[config.mk]
export PLATFORM = sky130hd
export DESIGN_NAME = serial_rx_deframer
export DESIGN_NICKNAME = d
export VERILOG_FILES = /design/src/rtl/serial_rx_deframer_pkg.sv /design/src/rtl/serial_baud_sampler.sv /design/src/rtl/serial_rx_deframer.sv
export SDC_FILE = /design/constraint.sdc
export NUM_CORES = 1
export LEC_CHECK = 0
export BUFFER_PORTS_ARGS = -buffer_cell sky130_fd_sc_hd__buf_2
export CAP_MARGIN = 20
export CORE_MARGIN = 1
export CORE_UTILIZATION = 30
export DETAILED_ROUTE_END_ITERATION = 7
export HOLD_SLACK_MARGIN = 0.1
export PLACE_DENSITY_LB_ADDON = 0.12
export SETUP_SLACK_MARGIN = 0.1
export SLEW_MARGIN = 0
export SYNTH_ARGS = -nofsm -noshare
export SYNTH_HDL_FRONTEND = slang
export SYNTH_SLANG_ARGS = --single-unit
[constraint.sdc]
create_clock -name clk -period 3.2 [get_ports clk]
set_input_delay 0 -clock clk [delete_from_list [all_inputs] [get_ports clk]]
set_output_delay 0 -clock clk [all_outputs]
set_load 0.02 [all_outputs]
[src/rtl/serial_rx_deframer_pkg.sv]
// Shared UART framing definitions: FSM state encoding, bit-timing helpers and
// parity-mode constants, reused by the receive deframer and the transmit framer.
package serial_rx_deframer_pkg;

  typedef enum logic [2:0] {
    ST_IDLE      = 3'd0,
    ST_START     = 3'd1,
    ST_DATA      = 3'd2,
    ST_PARITY    = 3'd3,
    ST_STOP      = 3'd4,
    ST_WAIT_IDLE = 3'd5
  } rx_state_t;

  localparam logic PAR_EVEN = 1'b0;
  localparam logic PAR_ODD  = 1'b1;

  // Clock cycles per bit, rounded to nearest.
  function automatic int calc_bit_ticks(input int clk_freq, input int baud_rate);
    return (clk_freq + baud_rate / 2) / baud_rate;
  endfunction

  function automatic int calc_half(input int bit_ticks);
    return bit_ticks / 2;
  endfunction

endpackage

[src/rtl/serial_baud_sampler.sv]
// Bit-period timer for the receive deframer: a down-counter that strobes
// 'sample' at terminal count, reloading with a half or full bit period.
module serial_baud_sampler
  import serial_rx_deframer_pkg::*;
#(
  parameter int BIT_TICKS = 434
) (
  input  logic clk,
  input  logic rst,
  input  logic restart,
  input  logic half_mode,
  output logic sample
);

  localparam int HALF = calc_half(BIT_TICKS);
  localparam int CW   = (BIT_TICKS > 1) ? $clog2(BIT_TICKS) : 1;
  localparam logic [CW-1:0] TC_FULL = CW'(BIT_TICKS - 1);
  localparam logic [CW-1:0] TC_HALF = CW'(HALF - 1);

  logic [CW-1:0] cnt;
  logic [CW-1:0] reload;

  // half_mode picks the length of the interval that starts at the next reload.
  assign reload = half_mode ? TC_HALF : TC_FULL;
  assign sample = !restart && (cnt == '0);

  always_ff @(posedge clk or negedge rst) begin
    if (!rst) begin
      cnt <= '0;
    end else if (restart || sample) begin
      cnt <= reload;
    end else begin
      cnt <= cnt - 1'b1;
    end
  end

endmodule

[src/rtl/serial_rx_deframer.sv]
// UART receive deframer: synchronises rx, validates start, shifts 8 data bits
// LSB-first, checks parity and stop, and hands bytes out over valid/ready.
//
//   state      | meaning
//   -----------+--------------------------------------------------------
//   IDLE       | line idle, waiting for a low on rx_s
//   START      | half-bit wait, then confirm the start bit is still low
//   DATA       | sampling 8 data bits at mid-bit
//   PARITY     | sampling the parity bit
//   STOP       | sampling the stop bit and delivering the frame
//   WAIT_IDLE  | stop bit was low; wait for the line to return high
module serial_rx_deframer
  import serial_rx_deframer_pkg::*;
#(
  parameter int CLK_FREQ   = 50000000,
  parameter int BAUD_RATE  = 115200,
  parameter int PARITY_EN  = 1,
  parameter int PARITY_ODD = 0
) (
  input  logic       clk,
  input  logic       rst,
  input  logic       rx,
  output logic [7:0] rx_data,
  output logic       rx_valid,
  input  logic       rx_ready,
  output logic       parity_err,
  output logic       frame_err,
  output logic       overrun,
  output logic       busy
);

  localparam int   BIT_TICKS = calc_bit_ticks(CLK_FREQ, BAUD_RATE);
  localparam logic PAR_MODE  = (PARITY_ODD != 0) ? PAR_ODD : PAR_EVEN;

  logic      rx_m, rx_s;
  rx_state_t state;
  logic [7:0] shreg;
  logic [2:0] bit_idx;
  logic       perr_q;
  logic       restart, half_mode, sample;

  always_ff @(posedge clk or negedge rst) begin
    if (!rst) begin
      rx_m <= 1'b1;
      rx_s <= 1'b1;
    end else begin
      rx_m <= rx;
      rx_s <= rx_m;
    end
  end

  // Timer is held while idle so the start window is measured from the edge.
  assign restart   = (state == ST_IDLE) || (state == ST_WAIT_IDLE);
  assign half_mode = (state == ST_IDLE);
  assign busy      = (state != ST_IDLE);

  serial_baud_sampler #(
    .BIT_TICKS(BIT_TICKS)
  ) u_sampler (
    .clk      (clk),
    .rst      (rst),
    .restart  (restart),
    .half_mode(half_mode),
    .sample   (sample)
  );

  always_ff @(posedge clk or negedge rst) begin
    if (!rst) begin
      state      <= ST_IDLE;
      shreg      <= '0;
      bit_idx    <= '0;
      perr_q     <= 1'b0;
      rx_data    <= '0;
      rx_valid   <= 1'b0;
      parity_err <= 1'b0;
      frame_err  <= 1'b0;
      overrun    <= 1'b0;
    end else begin
      overrun <= 1'b0;
      if (rx_valid && rx_ready) begin
        rx_valid <= 1'b0;
      end
      case (state)
        ST_IDLE: begin
          if (!rx_s) begin
            state <= ST_START;
          end
        end
        ST_START: begin
          if (sample) begin
            bit_idx <= '0;
            perr_q  <= 1'b0;
            state   <= rx_s ? ST_IDLE : ST_DATA;
          end
        end
        ST_DATA: begin
          if (sample) begin
            shreg   <= {rx_s, shreg[7:1]};
            bit_idx <= bit_idx + 3'd1;
            if (bit_idx == 3'd7) begin
              state <= (PARITY_EN != 0) ? ST_PARITY : ST_STOP;
            end
          end
        end
        ST_PARITY: begin
          if (sample) begin
            perr_q <= (((^shreg) ^ rx_s) != PAR_MODE);
            state  <= ST_STOP;
          end
        end
        ST_STOP: begin
          if (sample) begin
            // A new byte may replace one that is being consumed this same cycle.
            if (!rx_valid || rx_ready) begin
              rx_data    <= shreg;
              parity_err <= perr_q;
              frame_err  <= !rx_s;
              rx_valid   <= 1'b1;
            end else begin
              overrun <= 1'b1;
            end
            state <= rx_s ? ST_IDLE : ST_WAIT_IDLE;
          end
        end
        ST_WAIT_IDLE: begin
          if (rx_s) begin
            state <= ST_IDLE;
          end
        end
        default: state <= ST_IDLE;
      endcase
    end
  end

endmodule

Yosys cells after proc, flatten, opt, wreduce, memory -nomap -nowiden --
Cells that the tools add are included.
Cells by class: reductions and logical operators 19, multiplexer cells 25, $add $sub $neg 2, bitwise gates (word level) 1, equality and inequality tests 13
Operators with widths (count):
- $mux W3 | 10
- $mux W9 | 2
- $pmux W3 S6 | 1
- $eq A3 B3 Y1 const B | 3
- $logic_not A9 Y1 | 1
- $mux W1 | 9
- $reduce_and A3 Y1 | 3
- $sub A9 B1 Y9 const B | 1
- $ne A2 B1 Y1 const B | 4
- $reduce_xor A8 Y1 | 1
- $reduce_and A7 Y1 | 1
- $eq A3 B2 Y1 const B | 2
- $ne A2 B2 Y1 const B | 3
- $pmux W3 S2 | 1
- $reduce_bool A2 Y1 | 2
- $add A3 B1 Y3 const B | 1
- $eq A3 B1 Y1 const B | 1
- $logic_not A1 Y1 | 3
- $logic_not A3 Y1 | 1
- $logic_or A1 B1 Y1 | 3
- $reduce_bool A3 Y1 | 1
- $logic_and A1 B1 Y1 | 2
- $mux W2 | 1
- $pmux W1 S2 | 1
- other kinds (2) | 2
Storage, ports and cells: word-level logic and storage cells 72, output and inout port bits 13, input bits 4, flip-flop bits (word level) 38

Depth between registers and ports, before layout --
depth in word-level cells 6, depth in mapped cells 9, gate-level depth less buffers 7

Cells and area by module --
From an unflattened synthesis, not the netlist that was laid out.
Unflattened totals: cells, all modules 147, area, all modules 1732.9 um^2
Modules (own cells, without submodules):
- serial_rx_deframer | area an instance 1300.0 um^2, instances 1, seq. area each 728.2 um^2, cells an instance 105
- serial_baud_sampler | area an instance 432.9 um^2, instances 1, seq. area each 225.2 um^2, cells an instance 42

Least setup slack after synthesis --
No wires, ideal clock.
path type flip-flop to flip-flop, from register u_sampler.cnt[0], to register rx_data[0], arrival time 2030 ps, path buffers 2, setup time 125 ps, slack 1045 ps, cell stages (with the launch flop) 9, period minus slack after synthesis 2155 ps, cells stage by stage dfrtp_1 > inv_1 > ha_1 > or3b_2 > clkbuf_1 > nor3_1 > nand4_1 > buf_2 > mux2_2
On the way: cells in the longest elaborated chain, start to end 3
RTL lines:
- from (decl) | line serial_baud_sampler.sv:20 | logic [CW-1:0] cnt;
- from (signal assigned) | line serial_baud_sampler.sv:31 | cnt <= reload;
- from (signal assigned) | line serial_baud_sampler.sv:33 | cnt <= cnt - 1'b1;
- $logic_not A9 Y1 | line serial_baud_sampler.sv:25 | assign sample = !restart && (cnt == '0);
- $logic_and A1 B1 Y1 | line serial_baud_sampler.sv:25
- $reduce_and A3 Y1 (no source line)
- to (signal assigned) | line serial_rx_deframer.sv:115 | rx_data <= shreg;
- to (decl) | line serial_rx_deframer.sv:23 | output logic [7:0] rx_data,
Every way passes these cells. A chain may end at the register's enable or synchronous reset.

Worst setup path in the final report --
from register u_sampler.cnt[0], to register rx_data[1]
The elaborated chain is that of the path after synthesis.

==> reports/qor.csv <==
stage,metric,value,unit
critical_path,critPathKind,flip-flop to flip-flop,
global_route,track_usage,11.4,%
run,maxCapViolCount,0,
die,io_pins,17,
route,drtPass1Iterations,5,
clocking,clkSinkCount,38,
cells_and_area,n_antenna_cell,0,
logic_synthesis,synth_seq_cells,38,
logic_synthesis,ys_async_sr_fraction,100,%
route,wirelength,3.06,mm
logic_synthesis,yosys_warnings,0,
run_status,run_status,"finished, final reports clean",
clocking,cts.clk_slew.worst_paths,70,ps
timing,rsz0062_at_grt,no,
clocking,post_cts_buffers,0,
timing,tns,0,ps
min_path,min_path_type,primary input to async pin,
logic_synthesis,syn_avg_cell_area,12.2,µm²
power_and_ir_drop,cell_internal_pwr,633,µW
logic_synthesis,synth_area,1770,µm²
logic_synthesis,synth_cell_type_count,35,
clocking,cts_buffers,5,
critical_path,endpoint_kind,flip-flop,
timing,maxSlewViolCount,0,
logic_synthesis,synth.most_common_cell,dfrtp_1,
cells_and_area,drive_above_1_share,30.1,%
global_route,grt_max_degree,39,
timing,fin_hold_ws,356,ps
global_route,grt_pass1_wl,5.30,mm
clocking,cts_tree,done,
logic_synthesis,synthCells,145,
timing,finalCritPeriodShare,71.4,%
route,routedWlPerCell,12.9,µm
placed_design,port_buffers,16,
timing,post-route-min-period,2280,ps
die,dieWidth,78.8,µm
cells_and_area,layout.nets,173,
route,drt_iter0_drc,40,
power_and_ir_drop,ir_drop,138,µV
timing,fmax,0.438,GHz
timing,setup_viol,0,
logic_synthesis,ys.flop_type,dfrtp_1,
power_and_ir_drop,power_density,396,nW/µm²
timing,slew_headroom,43.2,%
global_route,grt_pass1_vias,1148,
power_and_ir_drop,pwr-share-seq,60.3,%
clocking,clk_latency,290,ps
route,via_count,1118,
power_and_ir_drop,power,803,µW
die,die_area,6210,µm²
clocking,cts-resized-gates,0,
global_route,grt_antenna_before_repair,0,
die,fp.dieH,78.8,µm
timing,fin_skew,7.46,ps
placed_design,dp_hpwl,2.15,mm
critical_path,worst_setup_path_start_kind,flip-flop,
route,ant_nets,0,
critical_path,r2r_start,u_sampler.cnt[0]$_DFF_PN0_,
power_and_ir_drop,comb_power_share,1.9,%
cells_and_area,final_core_util,36.2,%
clocking,cts_max_level,2,
placed_design,gp_congestion,0.766,
timing,final_hold_viol_count,0,
logic_synthesis,syn-num-nets,152,
clocking,cts.path.max_buffers,2,
cells_and_area,synthToLayoutAreaGrowth,14.6,%
clocking,ctsRootBufferMaster,clkbuf_8,
logic_synthesis,synth_area_leaders,"dfrtp_1 51%, mux2_4 6.8%, mux2_2 6.4%, xnor2_1 5.0%, dfstp_2 3.0%",
power_and_ir_drop,swShare,21.1,%
power_and_ir_drop,clockPowerShare,37.9,%
critical_path,crit_fanout,11,
logic_synthesis,seq_area_frac_synth,53.9,%
logic_synthesis,synth_top_area_cell,dfrtp_1,
timing,worst_slew_pin_slew,853,ps
critical_path,worstPathArrival,2460,ps
logic_synthesis,synth-edff-count,0,
die,rows,27,
logic_synthesis,synth_common_cells,"36 x dfrtp_1, 11 x nor2_1, 10 x mux2_2, 10 x xnor2_1",
route,drc_errors,0,
power_and_ir_drop,p_switching,170,µW
clocking,cts_hold_buffers,3,
power_and_ir_drop,leakage,0.990,nW
logic_synthesis,synth_top_area_share,50.9,%
route,via_per_inst,4.70,
die,core-area,5610,µm²
die,start_util,31.5,%
global_route,grt_overflow,0,
critical_path,startpoint,u_sampler.cnt[0]$_DFF_PN0_,
critical_path,cp.required,3370,ps
[path summary, 6_finish.rpt]
path                       cells after the start  slack, ps                     end
hold reg to reg                                0        360          rx_s$_DFF_PN1_
hold / removal                                 2        360  rx_data[4]$_DFFE_PN0P_
setup / recovery                               7        920  rx_data[1]$_DFFE_PN0P_
min in group clk                               2        360          rx_m$_DFF_PN1_
setup reg to reg                               7        920  rx_data[1]$_DFFE_PN0P_
max in group asynchronous                      2       2300  bit_idx[2]$_DFFE_PN0P_
[registers in the layout, summed over array words and instances (netlist names)]
register	cells
overrun	1
rx_s	1
rx_m	1
perr_q	1
bit_idx	3
rx_valid	1
shreg	8
rx_data	8
frame_err	1
parity_err	1
state	3
u_sampler.cnt	9
[metal layers]
| layer | global-route usage (%) | vias up | wire [µm] |
|---|---|---|---|
| li1 | - | 541 | - |
| met1 | 13.3 | 552 | 1370 |
| met2 | 18.9 | 18 | 1540 |
| met3 | 2.87 | 7 | 93 |
| met4 | 6.48 | 0 | 65 |
| met5 | 0 | - | 0 |
[cell families after synthesis]
| kind of cell | synth area share (%) |
|---|---|
| compound gates | 7.78 |
| fa+ha+maj | 2.12 |
| simple gates | 12.5 |
| flops | 53.9 |
| buf+inv | 2.83 |
| mux | 13.2 |
| xor+xnor | 7.71 |
[power groups by stage]
stage | registers, mW | clock network [mW] | logic, mW
final | 0.484 | 0.304 | 0.0151
after global routing | 0.484 | 0.338 | 0.0176
after CTS | 0.484 | 0.325 | 0.0162
after detailed placement | 0.493 | 0 | 0.0135
after global placement | 0.493 | 0 | 0.0131
after floorplan | 0.493 | 0 | 0.00161
[metrics by stage]
| step | instances | setup WS, ps | area, µm² |
|---|---|---|---|
| 4_1_cts | 238 | 897 | 2030 |
| 3_5_place_dp | 228 | 899 | 1920 |
| 2_1_floorplan | 145 | 1050 | 1770 |
| 3_3_place_gp | 228 | 906 | 1920 |
| 6_report | 238 | 916 | 2030 |
| 5_1_grt | 238 | 789 | 2030 |
[layout make-up]
type,instances,area [µm²]
Sequential cell,38,953
Clock buffer,5,68.8
Clock inverter,2,10.0
Tap cell,72,90.1
Multi-Input combinational cell,96,766
Inverter,4,15.0
Fill cell,566,3580
Timing Repair Buffer,21,125
[placed cells by master (no fill, tap or decap), drive strengths merged]
master / instances
a21oi: 3
nor4bb: 1
or4: 1
dfrtp: 36
dlygate4sd3: 3
nor4: 2
clkinv: 2
or2: 1
nor3: 4
xnor2: 10
o2bb2ai: 1
nand2: 10
clkbuf: 5
o21ai: 9
buf: 18
a22o: 5
a41oi: 1
o32ai: 1
or3: 1
mux2: 18
ha: 3
nand3b: 1
nand2b: 2
nor2: 11
dfstp: 2
nand4: 1
and2: 1
inv: 4
xnor3: 1
or3b: 1
nor2b: 1
xor2: 3
nand3: 2
o21a: 1
[critical path: stages (launching register included)]
cell     delay, ps
dfrtp_1        390
inv_1           80
ha_1           200
or3b_2         520
nor3_1         350
nand4_1        140
buf_4          210
mux2_2         280
Note: power is estimated with default switching activity, not from simulation.
